File: src/rtl/l15_req_arbiter.sv
// Round-robin arbiter sharing the L1.5 request port between icache and dcache,
// with a registered output stage, a store-credit counter and nc-load ordering.
module l15_req_arbiter #(
    parameter int unsigned MaxOutstandingStores = 7,
    parameter int unsigned AddrWidth            = 64,
    parameter int unsigned DataWidth            = 64,
    parameter int unsigned TidWidth             = 2,
    parameter int unsigned CntWidth             = $clog2(MaxOutstandingStores + 1)
) (
    input  logic                 clk_i,
    input  logic                 rst_i,
    input  logic                 icache_req_valid_i,
    output logic                 icache_req_ready_o,
    input  logic [AddrWidth-1:0] icache_req_addr_i,
    input  logic [TidWidth-1:0]  icache_req_tid_i,
    input  logic                 dcache_req_valid_i,
    output logic                 dcache_req_ready_o,
    input  logic [1:0]           dcache_req_type_i,
    input  logic                 dcache_req_nc_i,
    input  logic [AddrWidth-1:0] dcache_req_addr_i,
    input  logic [DataWidth-1:0] dcache_req_data_i,
    input  logic [2:0]           dcache_req_size_i,
    input  logic [TidWidth-1:0]  dcache_req_tid_i,
    output logic                 l15_req_valid_o,
    input  logic                 l15_req_ready_i,
    output logic                 l15_req_src_o,
    output logic [1:0]           l15_req_type_o,
    output logic                 l15_req_nc_o,
    output logic [AddrWidth-1:0] l15_req_addr_o,
    output logic [DataWidth-1:0] l15_req_data_o,
    output logic [2:0]           l15_req_size_o,
    output logic [TidWidth-1:0]  l15_req_tid_o,
    input  logic                 store_ack_i,
    output logic [CntWidth-1:0]  stores_outstanding_o,
    output logic                 stores_idle_o,
    output logic                 ack_underflow_o
);

    typedef enum logic {EMPTY, FULL} state_t;

    localparam logic [CntWidth-1:0] MaxCnt = CntWidth'(MaxOutstandingStores);
    localparam logic [CntWidth-1:0] CntOne = CntWidth'(1);

    state_t              state;
    logic                dcache_prio;
    logic [CntWidth-1:0] store_cnt;

    logic d_is_store;
    logic d_elig;
    logic i_elig;
    logic win_d;
    logic win_i;
    logic load;
    logic store_grant;

    always_comb begin
        d_is_store = (dcache_req_type_i == 2'b01) || (dcache_req_type_i == 2'b10);
        unique case (dcache_req_type_i)
            2'b00:        d_elig = dcache_req_valid_i && (!dcache_req_nc_i || (store_cnt == '0));
            2'b01, 2'b10: d_elig = dcache_req_valid_i && (store_cnt < MaxCnt);
            default:      d_elig = 1'b0;
        endcase
        i_elig      = icache_req_valid_i;
        win_d       = d_elig && (!i_elig || dcache_prio);
        win_i       = i_elig && !win_d;
        load        = (win_i || win_d) && ((state == EMPTY) || l15_req_ready_i);
        store_grant = load && win_d && d_is_store;
    end

    assign icache_req_ready_o   = load && win_i;
    assign dcache_req_ready_o   = load && win_d;
    assign l15_req_valid_o      = (state == FULL);
    assign stores_outstanding_o = store_cnt;
    assign stores_idle_o        = (store_cnt == '0);

    always_ff @(posedge clk_i) begin
        if (rst_i) begin
            state           <= EMPTY;
            dcache_prio     <= 1'b0;
            store_cnt       <= '0;
            ack_underflow_o <= 1'b0;
            l15_req_src_o   <= 1'b0;
            l15_req_type_o  <= '0;
            l15_req_nc_o    <= 1'b0;
            l15_req_addr_o  <= '0;
            l15_req_data_o  <= '0;
            l15_req_size_o  <= '0;
            l15_req_tid_o   <= '0;
        end else begin
            if (load) begin
                state       <= FULL;
                dcache_prio <= win_i;
                if (win_i) begin
                    l15_req_src_o  <= 1'b0;
                    l15_req_type_o <= 2'b00;
                    l15_req_nc_o   <= 1'b0;
                    l15_req_addr_o <= icache_req_addr_i;
                    l15_req_data_o <= '0;
                    l15_req_size_o <= 3'b100;
                    l15_req_tid_o  <= icache_req_tid_i;
                end else begin
                    l15_req_src_o  <= 1'b1;
                    l15_req_type_o <= dcache_req_type_i;
                    l15_req_nc_o   <= dcache_req_nc_i;
                    l15_req_addr_o <= dcache_req_addr_i;
                    l15_req_data_o <= d_is_store ? dcache_req_data_i : '0;
                    l15_req_size_o <= dcache_req_size_i;
                    l15_req_tid_o  <= dcache_req_tid_i;
                end
            end else if ((state == FULL) && l15_req_ready_i) begin
                state <= EMPTY;
            end

            // A grant and an ack in the same cycle cancel; an ack at zero only flags.
            unique case ({store_grant, store_ack_i})
                2'b10: store_cnt <= store_cnt + CntOne;
                2'b01: begin
                    if (store_cnt != '0) store_cnt <= store_cnt - CntOne;
                    else                 ack_underflow_o <= 1'b1;
                end
                default: store_cnt <= store_cnt;
            endcase
        end
    end

endmodule
File: config.mk
export PLATFORM = sky130hd
export DESIGN_NAME = l15_req_arbiter
export DESIGN_NICKNAME = d
export VERILOG_FILES = /design/src/rtl/l15_req_arbiter.sv
export SDC_FILE = /design/constraint.sdc
export NUM_CORES = 1
export LEC_CHECK = 0
export ABC_AREA = 1
export BUFFER_PORTS_ARGS = -buffer_cell sky130_fd_sc_hd__buf_2
export CAP_MARGIN = 0
export CELL_PAD_IN_SITES_DETAIL_PLACEMENT = 0
export CELL_PAD_IN_SITES_GLOBAL_PLACEMENT = 1
export CORE_UTILIZATION = 29
export DETAILED_ROUTE_END_ITERATION = 6
export PLACE_DENSITY = 0.87
export SETUP_SLACK_MARGIN = 0.1
export SYNTH_ARGS = -nofsm -noshare
export SYNTH_HDL_FRONTEND = slang
export SYNTH_SLANG_ARGS = --single-unit
File: constraint.sdc
create_clock -name clk_i -period 2.35 [get_ports clk_i]
set_clock_uncertainty 0.05 [all_clocks]
set_input_delay 0.47 -clock clk_i [delete_from_list [all_inputs] [get_ports clk_i]]
set_output_delay 0.47 -clock clk_i [all_outputs]
set_load 0.1 [all_outputs]
==> results of run 1 <==
state kept, by name, summed over array words and instances (netlist names):
signal                flops
l15_req_nc_o              1
ack_underflow_o           1
dcache_prio               1
l15_req_data_o           64
l15_req_type_o            2
stores_outstanding_o      3
l15_req_size_o            3
l15_req_valid_o           1
l15_req_src_o             1
l15_req_tid_o             2
l15_req_addr_o           64
stage by stage:
step | util | instance area (um^2) | total power, mW
2_1_floorplan | - | 5600 | 4.40
3_3_place_gp | 0.411 | 7730 | 4.95
3_5_place_dp | 0.411 | 7730 | 4.95
4_1_cts | 0.442 | 8320 | 7.67
5_1_grt | 0.444 | 8350 | 7.92
6_report | 0.444 | 8350 | 7.58
cell type report:
class,count,area share
inverter,17,0.00794
clock buffer,18,0.0526
multi-input combinational,518,0.284
antenna,1,0.000300
tap,260,0.0389
clock inverter,14,0.0174
sequential,143,0.343
timing repair buffer,379,0.256
power breakdown:
part	switching, mW	total (mW)	internal (mW)	leakage [nW]
Sequential	0.0801	2.66	2.58	1.17
Combinational	1.76	2.24	0.483	2.41
Clock	1.15	2.67	1.53	0.279
worst max path at each step:
| stage | end | slack, ns |
|---|---|---|
| 6_report | dcache_req_ready_o | 0.22 |
| 5_1_grt | dcache_req_ready_o | 0.13 |
| 4_1_cts | dcache_req_ready_o | 0.12 |
| 3_5_place_dp | l15_req_data_o[45] | 0.06 |
| 3_3_place_gp | stores_outstanding_o[2] | 0.11 |
| 2_1_floorplan | icache_req_ready_o | 0.04 |
layer usage:
layer | track usage | vias up | part of all wire
met5 | 0 | - | 0
met4 | 0.0738 | 0 | 0.025
met3 | 0.0700 | 22 | 0.084
met2 | 0.326 | 252 | 0.49
met1 | 0.211 | 2768 | 0.41
li1 | - | 3122 | -
synth_stat cells:
cell type / n / area share
sky130_fd_sc_hd__buf_6: 5 / 0.010
sky130_fd_sc_hd__nor2_1: 14 / 0.0094
sky130_fd_sc_hd__inv_2: 2 / 0.0013
sky130_fd_sc_hd__nand2_2: 1 / 0.0011
sky130_fd_sc_hd__nor2_2: 1 / 0.0011
sky130_fd_sc_hd__nand3_1: 68 / 0.061
sky130_fd_sc_hd__nand2_4: 1 / 0.0020
sky130_fd_sc_hd__o21ai_0: 4 / 0.0036
sky130_fd_sc_hd__nand4_1: 1 / 0.0011
sky130_fd_sc_hd__buf_2: 26 / 0.023
sky130_fd_sc_hd__a21oi_2: 1 / 0.0016
sky130_fd_sc_hd__nand2_1: 283 / 0.19
sky130_fd_sc_hd__fa_1: 1 / 0.0036
sky130_fd_sc_hd__or2_2: 1 / 0.0011
sky130_fd_sc_hd__inv_1: 15 / 0.010
sky130_fd_sc_hd__a31oi_1: 66 / 0.074
sky130_fd_sc_hd__nor2_4: 2 / 0.0040
sky130_fd_sc_hd__dfxtp_1: 143 / 0.51
sky130_fd_sc_hd__o31ai_1: 1 / 0.0013
sky130_fd_sc_hd__ha_1: 1 / 0.0022
sky130_fd_sc_hd__clkbuf_1: 22 / 0.015
sky130_fd_sc_hd__a21oi_1: 71 / 0.064
sky130_fd_sc_hd__o21a_1: 1 / 0.0013
sky130_fd_sc_hd__buf_4: 5 / 0.0067
cells by family (layout without fill, tap and decap cells):
family,count (synthesis),count (layout)
AOI/OAI and AO/OA,144,144
adders and majority gates,2,2
DFF,143,143
and+or+nand+nor,372,372
buffers and inverters,75,428
other,0,1
tightest hold or removal path, cell delays in order:
cell                      delay [ns]
sky130_fd_sc_hd__buf_2          0.07
sky130_fd_sc_hd__o31ai_1        0.06
sky130_fd_sc_hd__nor2_1         0.07
what timing repair did:
| action | CTS | global route |
|---|---|---|
| gates resized for setup | 0 | 2 |
| hold endpoints to repair | 0 | 0 |
| endpoints found under the setup margin | 0 | 2 |
| hold buffers | 0 | 0 |
| setup buffers | 0 | 3 |
==> impl_metrics.prom, run 1 <==
# TYPE chip_impl_metric gauge
chip_impl_info{name="status",value="finished clean"} 1
chip_impl_metric{name="worst-path-buf-inv",unit=""} 2
chip_impl_metric{name="die_w",unit="um"} 141
chip_impl_metric{name="cts_made_buffers",unit=""} 17
chip_impl_metric{name="finalWeightedCongestion",unit=""} 0.818
chip_impl_metric{name="critical_path_required",unit="ns"} 1.83
chip_impl_metric{name="vias_in_the_first_global_route",unit=""} 5828
chip_impl_metric{name="p_leak",unit="nW"} 3.85
chip_impl_metric{name="tightest_slew",unit="ns"} 0.691
chip_impl_metric{name="postSynthRegisterBits",unit=""} 143
chip_impl_metric{name="ioPinCount",unit=""} 353
chip_impl_info{name="mostFrequentLayoutCell",value="sky130_fd_sc_hd__buf_2"} 1
chip_impl_info{name="synth_top_family_by_area",value="simple AND/OR/NAND/NOR gates"} 1
chip_impl_metric{name="synth_cell_types",unit=""} 24
chip_impl_info{name="rsz0062_at_grt",value="false"} 1
chip_impl_metric{name="drt_wl_total",unit="mm"} 19.0
chip_impl_metric{name="globalRouteOverflowTotal",unit=""} 0
chip_impl_metric{name="drt_pass1_iterations",unit=""} 4
chip_impl_metric{name="drc",unit=""} 0
chip_impl_metric{name="detailed_place_hpwl",unit="mm"} 13.8
chip_impl_metric{name="reg2reg_depth",unit=""} 10
chip_impl_metric{name="combined_flip_flop_and_latch_cell_area",unit="um^2"} 2870
chip_impl_metric{name="multi_input_area",unit="um^2"} 2370
chip_impl_metric{name="maxClockFrequency",unit="MHz"} 470
chip_impl_metric{name="hold_violations",unit=""} 0
chip_impl_metric{name="wire_per_inst",unit="um"} 14.1
chip_impl_metric{name="grt_util_all_layers",unit=""} 0.189
chip_impl_metric{name="complex_gate_fraction_of_the_synthesized_area",unit=""} 0.145
chip_impl_metric{name="coreArea",unit="um^2"} 18800
chip_impl_metric{name="placed_cells_incl_taps",unit=""} 1314
chip_impl_metric{name="design.die.area",unit="um^2"} 19800
chip_impl_info{name="crit_start",value="dcache_req_type_i[0]"} 1
chip_impl_metric{name="initial_core_util",unit=""} 0.297
chip_impl_metric{name="synth_warnings",unit=""} 0
chip_impl_metric{name="finalMaxSlewViolations",unit=""} 0
chip_impl_metric{name="setup_violations",unit=""} 0
chip_impl_metric{name="cell_depth_of_the_worst_min_delay_path",unit=""} 3
chip_impl_metric{name="floorplan.rows",unit=""} 50
chip_impl_info{name="worstReg2RegStart",value="stores_outstanding_o[0]"} 1
chip_impl_metric{name="drtIter0Drc",unit=""} 223
chip_impl_metric{name="finalNetCount",unit=""} 1286
chip_impl_metric{name="post_route_cells_drive_above_1_share",unit=""} 0.391
chip_impl_metric{name="synth.area.mux_share",unit=""} 0
chip_impl_metric{name="worst-path-max-fanout",unit=""} 4
chip_impl_metric{name="power_per_cell_area",unit="nW/um^2"} 907
chip_impl_metric{name="timing.slew.headroom",unit=""} 0.540
chip_impl_metric{name="min_period",unit="ns"} 2.13
chip_impl_info{name="hp-class",value="input port to register"} 1
chip_impl_metric{name="postSynthAreaPerCell",unit="um^2"} 7.60
chip_impl_metric{name="grt_first_pass_wirelength",unit="mm"} 29.4
chip_impl_metric{name="route.detailed.vias_per_inst",unit=""} 4.57
chip_impl_metric{name="postSynthCellCount",unit=""} 736
chip_impl_info{name="layout_common_cells",value="sky130_fd_sc_hd__buf_2, sky130_fd_sc_hd__nand2_1, sky130_fd_sc_hd__dfxtp_1"} 1
chip_impl_metric{name="worst_ir_drop_vdd",unit="uV"} 428
chip_impl_metric{name="chipHeight",unit="um"} 141
chip_impl_metric{name="clkSlewWorstSetupHoldPaths",unit="ns"} 0.06
chip_impl_info{name="critical_path.cell_chain",value="buf_2, ha_4, nand2_1, nor2_1, nor2_2, nand2_4, nor2_4, buf_12"} 1
chip_impl_metric{name="grt_antenna_before_repair",unit=""} 1
chip_impl_info{name="endpoint_of_the_worst_register_to_register_path",value="l15_req_addr_o[21]"} 1
chip_impl_metric{name="tritoncts_num_sinks",unit=""} 143
chip_impl_info{name="hold_path_end",value="l15_req_size_o[2]"} 1
chip_impl_metric{name="seq_area_frac_synth",unit=""} 0.512
chip_impl_metric{name="final_cell_count_no_fill",unit=""} 1350
chip_impl_info{name="hp-start",value="dcache_req_size_i[2]"} 1
chip_impl_metric{name="clock_insertion_delay_worst_skew",unit="ns"} 0.40
chip_impl_info{name="crit_family",value="simple AND/OR/NAND/NOR gates"} 1
chip_impl_metric{name="regToRegSetupSlack",unit="ns"} 0.52
chip_impl_info{name="cp-start-kind",value="input port"} 1
chip_impl_metric{name="antenna_left",unit=""} 0
chip_impl_info{name="timing.critical_path.slowest_stage_cell",value="sky130_fd_sc_hd__ha_4"} 1
chip_impl_metric{name="synth_nets",unit=""} 946
chip_impl_metric{name="preCtsSetupSlack",unit="ns"} 0.0565
chip_impl_info{name="clock_tree_from_tritoncts",value="done"} 1
chip_impl_metric{name="synth_area_in_xor_xnor",unit=""} 0
chip_impl_metric{name="worst_hold_slack",unit="ns"} 0.251
chip_impl_metric{name="final_critical_path_setup_slack",unit="ns"} 0.223
chip_impl_metric{name="post_synth_instance_area",unit="um^2"} 5590
chip_impl_metric{name="final.fill_count",unit=""} 1953
chip_impl_metric{name="synth_area_in_simple_gates",unit=""} 0.271
chip_impl_info{name="path_class",value="input port to output pin"} 1
chip_impl_metric{name="cts_buffer_depth",unit=""} 2
chip_impl_metric{name="cpPeakStageDelay",unit="ns"} 0.25
chip_impl_metric{name="finalSetupTns",unit="ns"} 0
chip_impl_metric{name="total_number_of_vias",unit=""} 6164
chip_impl_metric{name="maximum_number_of_pins_on_one_net_before_global_route_repair",unit=""} 66
chip_impl_info{name="cp-end-kind",value="output pin"} 1
chip_impl_metric{name="maxCapViolations",unit=""} 0
chip_impl_metric{name="htreeDepth",unit=""} 4
chip_impl_metric{name="cp_num_cells",unit=""} 8
chip_impl_metric{name="portBuffers",unit=""} 352
chip_impl_metric{name="synth-adder-area-share",unit=""} 0.00582
chip_impl_metric{name="syn2layout_area_growth",unit="%"} 49.4
chip_impl_metric{name="worst-endpoint-arrival",unit="ns"} 1.61
chip_impl_metric{name="period_share",unit=""} 0.905
chip_impl_info{name="cts-root-buf",value="sky130_fd_sc_hd__clkbuf_16"} 1
Note: power is estimated with default switching activity, not from simulation.
==> run 2, diff against run 1 <==
--- a/config.mk
+++ b/config.mk
@@ -12,7 +12,7 @@
 export CELL_PAD_IN_SITES_GLOBAL_PLACEMENT = 1
 export CORE_UTILIZATION = 29
 export DETAILED_ROUTE_END_ITERATION = 6
-export PLACE_DENSITY = 0.87
+export PLACE_DENSITY = 0.9
 export SETUP_SLACK_MARGIN = 0.1
 export SYNTH_ARGS = -nofsm -noshare
 export SYNTH_HDL_FRONTEND = slang
==> impl_metrics.prom, run 2 (synthesis gave the netlist of run 1 again) <==
# TYPE chip_impl_metric gauge
chip_impl_metric{name="critical_path_required",unit="ns"} 1.83
chip_impl_info{name="worstReg2RegStart",value="stores_outstanding_o[0]"} 1
chip_impl_info{name="critical_path.cell_chain",value="buf_2, ha_2, nand2_1, nor2_1, nor2_2, nand2_4, nand2_2, nor2_4, buf_12"} 1
chip_impl_info{name="cp-end-kind",value="output pin"} 1
chip_impl_metric{name="finalWeightedCongestion",unit=""} 0.792
chip_impl_metric{name="worst-path-max-fanout",unit=""} 4
chip_impl_metric{name="vias_in_the_first_global_route",unit=""} 5673
chip_impl_metric{name="p_leak",unit="nW"} 3.82
chip_impl_info{name="cp-start-kind",value="input port"} 1
chip_impl_info{name="crit_start",value="dcache_req_type_i[1]"} 1
chip_impl_info{name="layout_top_registers",value="l15_req_addr_o (64), l15_req_data_o (64)"} 1
chip_impl_metric{name="clock_insertion_delay_worst_skew",unit="ns"} 0.41
chip_impl_metric{name="cts_buffer_depth",unit=""} 2
chip_impl_metric{name="design.die.area",unit="um^2"} 19800
chip_impl_info{name="cts-root-buf",value="sky130_fd_sc_hd__clkbuf_16"} 1
chip_impl_info{name="layout_common_cells",value="sky130_fd_sc_hd__buf_2, sky130_fd_sc_hd__nand2_1, sky130_fd_sc_hd__dfxtp_1"} 1
chip_impl_metric{name="finalSetupTns",unit="ns"} 0
chip_impl_metric{name="portBuffers",unit=""} 352
chip_impl_metric{name="grt_util_all_layers",unit=""} 0.180
chip_impl_info{name="hp-class",value="input port to register"} 1
chip_impl_metric{name="htreeDepth",unit=""} 4
chip_impl_metric{name="cpPeakStageDelay",unit="ns"} 0.35
chip_impl_metric{name="worst_hold_slack",unit="ns"} 0.270
chip_impl_metric{name="die_w",unit="um"} 141
chip_impl_metric{name="timing.slew.headroom",unit=""} 0.548
chip_impl_info{name="mostFrequentLayoutCell",value="sky130_fd_sc_hd__buf_2"} 1
chip_impl_metric{name="wire_per_inst",unit="um"} 13.7
chip_impl_metric{name="final_cell_count_no_fill",unit=""} 1339
chip_impl_info{name="endpoint_of_the_worst_register_to_register_path",value="l15_req_data_o[44]"} 1
chip_impl_metric{name="worst-endpoint-arrival",unit="ns"} 1.69
chip_impl_info{name="path_class",value="input port to output pin"} 1
chip_impl_metric{name="chipHeight",unit="um"} 141
chip_impl_metric{name="worst_ir_drop_vdd",unit="uV"} 429
chip_impl_metric{name="postCtsHoldBufs",unit=""} 0
chip_impl_metric{name="globalRouteOverflowTotal",unit=""} 0
chip_impl_metric{name="tritoncts_num_sinks",unit=""} 143
chip_impl_metric{name="initial_core_util",unit=""} 0.297
chip_impl_metric{name="cts_made_buffers",unit=""} 17
chip_impl_metric{name="drc",unit=""} 0
chip_impl_metric{name="clkSlewWorstSetupHoldPaths",unit="ns"} 0.07
chip_impl_info{name="rsz0062_at_grt",value="false"} 1
chip_impl_info{name="timing.critical_path.slowest_stage_cell",value="sky130_fd_sc_hd__ha_2"} 1
chip_impl_info{name="timing.critical_path.to",value="icache_req_ready_o"} 1
chip_impl_metric{name="finalMaxSlewViolations",unit=""} 0
chip_impl_metric{name="power_per_cell_area",unit="nW/um^2"} 928
chip_impl_metric{name="min_period",unit="ns"} 2.21
chip_impl_metric{name="antennaDiodeCount",unit=""} 0
chip_impl_info{name="clock_tree_from_tritoncts",value="done"} 1
chip_impl_metric{name="maxCapViolations",unit=""} 0
chip_impl_metric{name="detailed_place_hpwl",unit="mm"} 13.1
chip_impl_metric{name="total_number_of_vias",unit=""} 6140
chip_impl_metric{name="grt_antenna_before_repair",unit=""} 0
chip_impl_metric{name="maxClockFrequency",unit="MHz"} 452
chip_impl_info{name="crit_family",value="simple AND/OR/NAND/NOR gates"} 1
chip_impl_metric{name="cell_depth_of_the_worst_min_delay_path",unit=""} 3
chip_impl_metric{name="drtIter0Drc",unit=""} 269
chip_impl_metric{name="maximum_number_of_pins_on_one_net_before_global_route_repair",unit=""} 79
chip_impl_info{name="hp-start",value="icache_req_addr_i[39]"} 1
chip_impl_metric{name="reg2reg_depth",unit=""} 10
chip_impl_metric{name="drt_wl_total",unit="mm"} 18.3
chip_impl_metric{name="ioPinCount",unit=""} 353
chip_impl_metric{name="antenna_left",unit=""} 0
chip_impl_metric{name="floorplan.rows",unit=""} 50
chip_impl_metric{name="period_share",unit=""} 0.941
chip_impl_metric{name="regToRegSetupSlack",unit="ns"} 0.47
chip_impl_metric{name="drt_pass1_iterations",unit=""} 5
chip_impl_info{name="status",value="finished clean"} 1
chip_impl_metric{name="coreArea",unit="um^2"} 18800
chip_impl_metric{name="postCtsResizedCells",unit=""} 0
chip_impl_metric{name="post_route_cells_drive_above_1_share",unit=""} 0.384
chip_impl_metric{name="hold_violations",unit=""} 0
chip_impl_metric{name="syn2layout_area_growth",unit="%"} 47.8
chip_impl_metric{name="final.fill_count",unit=""} 1967
chip_impl_metric{name="grt_first_pass_wirelength",unit="mm"} 28.5
chip_impl_metric{name="placed_cells_incl_taps",unit=""} 1304
chip_impl_metric{name="setup_violations",unit=""} 0
chip_impl_metric{name="worst-path-buf-inv",unit=""} 2
chip_impl_metric{name="finalNetCount",unit=""} 1276
chip_impl_metric{name="fin_util",unit=""} 0.439
chip_impl_metric{name="route.detailed.vias_per_inst",unit=""} 4.59
chip_impl_metric{name="tightest_slew",unit="ns"} 0.677
chip_impl_metric{name="cp_num_cells",unit=""} 9
-- run 2: changes by cell type in the layout (fill, tap and decap cells not counted), moves of 2 or more --
cell | previous run | this run
sky130_fd_sc_hd__clkinv_4 | 1 | 5
sky130_fd_sc_hd__inv_8 | 2 | 0
sky130_fd_sc_hd__buf_4 | 17 | 10
sky130_fd_sc_hd__buf_12 | 13 | 10
sky130_fd_sc_hd__bufinv_16 | 1 | 3
sky130_fd_sc_hd__inv_6 | 7 | 4
sky130_fd_sc_hd__clkinvlp_4 | 3 | 1
-- run 2: report_power, final --
| group | internal (mW) | switching [mW] |
|---|---|---|
| sequential | 2.58 | 0.0830 |
| combinational | 0.449 | 1.74 |
| clock | 1.72 | 1.09 |
-- run 2: layer usage --
metal	wire length (um)	track usage
met2	8980	0.313
met4	278	0.0589
met3	1570	0.0635
met1	7450	0.206
met5	0	0
-- run 2: tightest hold or removal path: stages --
cell,delay [ns]
sky130_fd_sc_hd__buf_2,0.09
sky130_fd_sc_hd__nand2_1,0.05
sky130_fd_sc_hd__a31oi_1,0.07
-- run 2: worst min-delay path by stage --
stage	endpoint
floorplan	dcache_prio
global placement	l15_req_data_o[29]
detailed placement	l15_req_data_o[53]
CTS	l15_req_data_o[38]
global route	l15_req_data_o[38]
finish	l15_req_addr_o[39]
-- run 2: final cells by class --
class	count	area [um^2]	share of cell area
Multi-Input combinational cell	518	2360	0.286
Sequential cell	143	2870	0.347
Clock buffer	19	443	0.0536
Inverter	17	66.3	0.00803
Tap cell	260	325	0.0394
Timing Repair Buffer	369	2020	0.245
Clock inverter	13	176	0.0214
-- run 2: repair_timing --
action | CTS | global route
setup buffers | 2 | 1
cloned | 0 | 0
setup endpoints to repair | 1 | 2
pin swaps | 2 | 3
-- run 2: metrics by stage --
stage	area, um^2	power (mW)	setup slack [ns]
6_report	8260	7.67	0.140
5_1_grt	8260	8.00	0.102
4_1_cts	8250	7.76	0.128
3_5_place_dp	7620	4.91	0.0466
3_3_place_gp	7620	4.90	0.0897
2_1_floorplan	5600	4.40	0.0404
==> run 3, diff against run 2 <==
--- a/config.mk
+++ b/config.mk
@@ -10,7 +10,9 @@
 export CAP_MARGIN = 0
 export CELL_PAD_IN_SITES_DETAIL_PLACEMENT = 0
 export CELL_PAD_IN_SITES_GLOBAL_PLACEMENT = 1
+export CORE_MARGIN = 5
 export CORE_UTILIZATION = 29
+export CTS_BUF_LIST = sky130_fd_sc_hd__clkbuf_4
 export DETAILED_ROUTE_END_ITERATION = 6
 export PLACE_DENSITY = 0.9
 export SETUP_SLACK_MARGIN = 0.1
==> impl_metrics.prom, run 3 (synthesis gave the netlist of run 1 again) <==
# TYPE chip_impl_metric gauge
chip_impl_info{name="timing.critical_path.slowest_stage_cell",value="sky130_fd_sc_hd__ha_2"} 1
chip_impl_metric{name="worst_hold_slack",unit="ns"} 0.142
chip_impl_info{name="cts-root-buf",value="sky130_fd_sc_hd__clkbuf_4"} 1
chip_impl_info{name="path_class",value="input port to output pin"} 1
chip_impl_metric{name="portBuffers",unit=""} 352
chip_impl_metric{name="finalSetupTns",unit="ns"} 0
chip_impl_metric{name="maximum_number_of_pins_on_one_net_before_global_route_repair",unit=""} 74
chip_impl_metric{name="total_number_of_vias",unit=""} 6215
chip_impl_metric{name="final.fill_count",unit=""} 1997
chip_impl_metric{name="vias_in_the_first_global_route",unit=""} 5919
chip_impl_info{name="clock_tree_from_tritoncts",value="done"} 1
chip_impl_metric{name="coreArea",unit="um^2"} 18800
chip_impl_info{name="status",value="finished clean"} 1
chip_impl_metric{name="grt_first_pass_wirelength",unit="mm"} 30.6
chip_impl_metric{name="worst-endpoint-arrival",unit="ns"} 1.70
chip_impl_metric{name="finalNetCount",unit=""} 1285
chip_impl_metric{name="tightest_slew",unit="ns"} 0.664
chip_impl_info{name="layout_common_cells",value="sky130_fd_sc_hd__buf_2, sky130_fd_sc_hd__nand2_1, sky130_fd_sc_hd__dfxtp_1"} 1
chip_impl_metric{name="timing.slew.headroom",unit=""} 0.558
chip_impl_metric{name="floorplan.rows",unit=""} 50
chip_impl_metric{name="globalRouteOverflowTotal",unit=""} 0
chip_impl_metric{name="ioPinCount",unit=""} 353
chip_impl_metric{name="finalWeightedCongestion",unit=""} 0.807
chip_impl_metric{name="detailed_place_hpwl",unit="mm"} 14.8
chip_impl_metric{name="period_share",unit=""} 0.945
chip_impl_metric{name="antenna_left",unit=""} 0
chip_impl_metric{name="maxCapViolations",unit=""} 0
chip_impl_metric{name="p_leak",unit="nW"} 3.72
chip_impl_metric{name="drt_pass1_iterations",unit=""} 5
chip_impl_info{name="mostFrequentLayoutCell",value="sky130_fd_sc_hd__buf_2"} 1
chip_impl_info{name="layout_top_registers",value="l15_req_addr_o (64), l15_req_data_o (64)"} 1
chip_impl_metric{name="power_per_cell_area",unit="nW/um^2"} 798
chip_impl_info{name="critical_path.cell_chain",value="buf_2, ha_2, nand2_4, nor2_4, nor2_4, nand2_4, nand2_4, nor2_4, buf_12"} 1
chip_impl_metric{name="clkSlewWorstSetupHoldPaths",unit="ns"} 0.14
chip_impl_metric{name="clock_insertion_delay_worst_skew",unit="ns"} 0.50
chip_impl_metric{name="wire_per_inst",unit="um"} 14.9
chip_impl_metric{name="cts_made_buffers",unit=""} 17
chip_impl_metric{name="drtIter0Drc",unit=""} 252
chip_impl_metric{name="setup_violations",unit=""} 0
chip_impl_metric{name="grt_util_all_layers",unit=""} 0.171
chip_impl_metric{name="drt_wl_total",unit="mm"} 20.1
chip_impl_metric{name="critical_path_required",unit="ns"} 1.83
chip_impl_metric{name="initial_core_util",unit=""} 0.297
chip_impl_metric{name="min_period",unit="ns"} 2.22
chip_impl_metric{name="post_route_cells_drive_above_1_share",unit=""} 0.394
chip_impl_info{name="rsz0062_at_grt",value="true"} 1
chip_impl_metric{name="tritoncts_num_sinks",unit=""} 143
chip_impl_metric{name="worst_ir_drop_vdd",unit="uV"} 334
chip_impl_metric{name="htreeDepth",unit=""} 4
chip_impl_metric{name="syn2layout_area_growth",unit="%"} 43.6
chip_impl_metric{name="worst-path-buf-inv",unit=""} 2
chip_impl_info{name="crit_family",value="simple AND/OR/NAND/NOR gates"} 1
chip_impl_metric{name="design.die.area",unit="um^2"} 22200
chip_impl_metric{name="drc",unit=""} 0
chip_impl_metric{name="cts_buffer_depth",unit=""} 2
chip_impl_metric{name="chipHeight",unit="um"} 149
chip_impl_metric{name="grt_antenna_before_repair",unit=""} 2
chip_impl_info{name="cp-end-kind",value="output pin"} 1
chip_impl_metric{name="finalMaxSlewViolations",unit=""} 0
chip_impl_metric{name="maxClockFrequency",unit="MHz"} 450
chip_impl_metric{name="die_w",unit="um"} 149
chip_impl_metric{name="route.detailed.vias_per_inst",unit=""} 4.61
chip_impl_metric{name="hold_violations",unit=""} 0
chip_impl_info{name="cp-start-kind",value="input port"} 1
chip_impl_info{name="hp-class",value="input port to register"} 1
chip_impl_metric{name="worst-path-max-fanout",unit=""} 5
chip_impl_metric{name="cpPeakStageDelay",unit="ns"} 0.38
[run 3: final cells by class]
class                      count  area (um^2)  area share
sequential                   143         2880       0.358
multi-input combinational    518         2400       0.299
clock buffer                  17          128      0.0159
tap                          260          325      0.0405
clock inverter                15          126      0.0157
inverter                      17         68.8     0.00857
timing repair buffer         378         2100       0.262
antenna                        1         2.50    0.000312
[run 3: final timing paths]
check	start	slack, ns	to	cells after the start
setup reg to reg	stores_outstanding_o[1]	0.48	l15_req_data_o[47]	10
setup / recovery	dcache_req_type_i[1]	0.13	icache_req_ready_o	9
hold / removal	dcache_req_size_i[0]	0.14	l15_req_size_o[0]	3
hold reg to reg	l15_req_data_o[16]	0.42	l15_req_data_o[16]	2
[run 3: tightest hold or removal path: cells and delay by family]
kind / cells / cell delay (ns)
AND/OR/NAND/NOR: 1 / 0.05
AO/OA/AOI/OAI: 1 / 0.05
buffers and inverters: 1 / 0.09
[run 3: timing repair]
action,4_1_cts,5_1_grt
gates resized for setup,6,10
endpoints found under the setup margin,2,2
pin swaps,6,7
buffers inserted,5,3
hold buffers,0,0
hold endpoints to repair,0,0
[run 3: per-layer routing]
layer / GRT usage / vias up / wire length [um]
met2: 0.285 / 285 / 9390
met1: 0.201 / 2774 / 8090
met3: 0.0672 / 32 / 2090
met4: 0.0609 / 2 / 487
li1: - / 3122 / -
met5: 0 / - / 11
[run 3: report_power, final]
| group | internal, mW | switching [mW] | total (mW) |
|---|---|---|---|
| Clock | 0.456 | 1.02 | 1.47 |
| Sequential | 2.58 | 0.0887 | 2.67 |
| Combinational | 0.498 | 1.77 | 2.27 |
[run 3: stage by stage]
stage          instances  power (mW)  utilization  area, um^2  setup slack, ns
6_report            1349        6.41        0.427        8030            0.129
5_1_grt             1349        6.75        0.427        8030           0.0366
4_1_cts             1345        6.49        0.423        7970           0.0749
3_5_place_dp        1308        4.94        0.407        7660           0.0400
3_3_place_gp        1308        4.93        0.407        7660           0.0685
2_1_floorplan        736        4.40            -        5600           0.0404
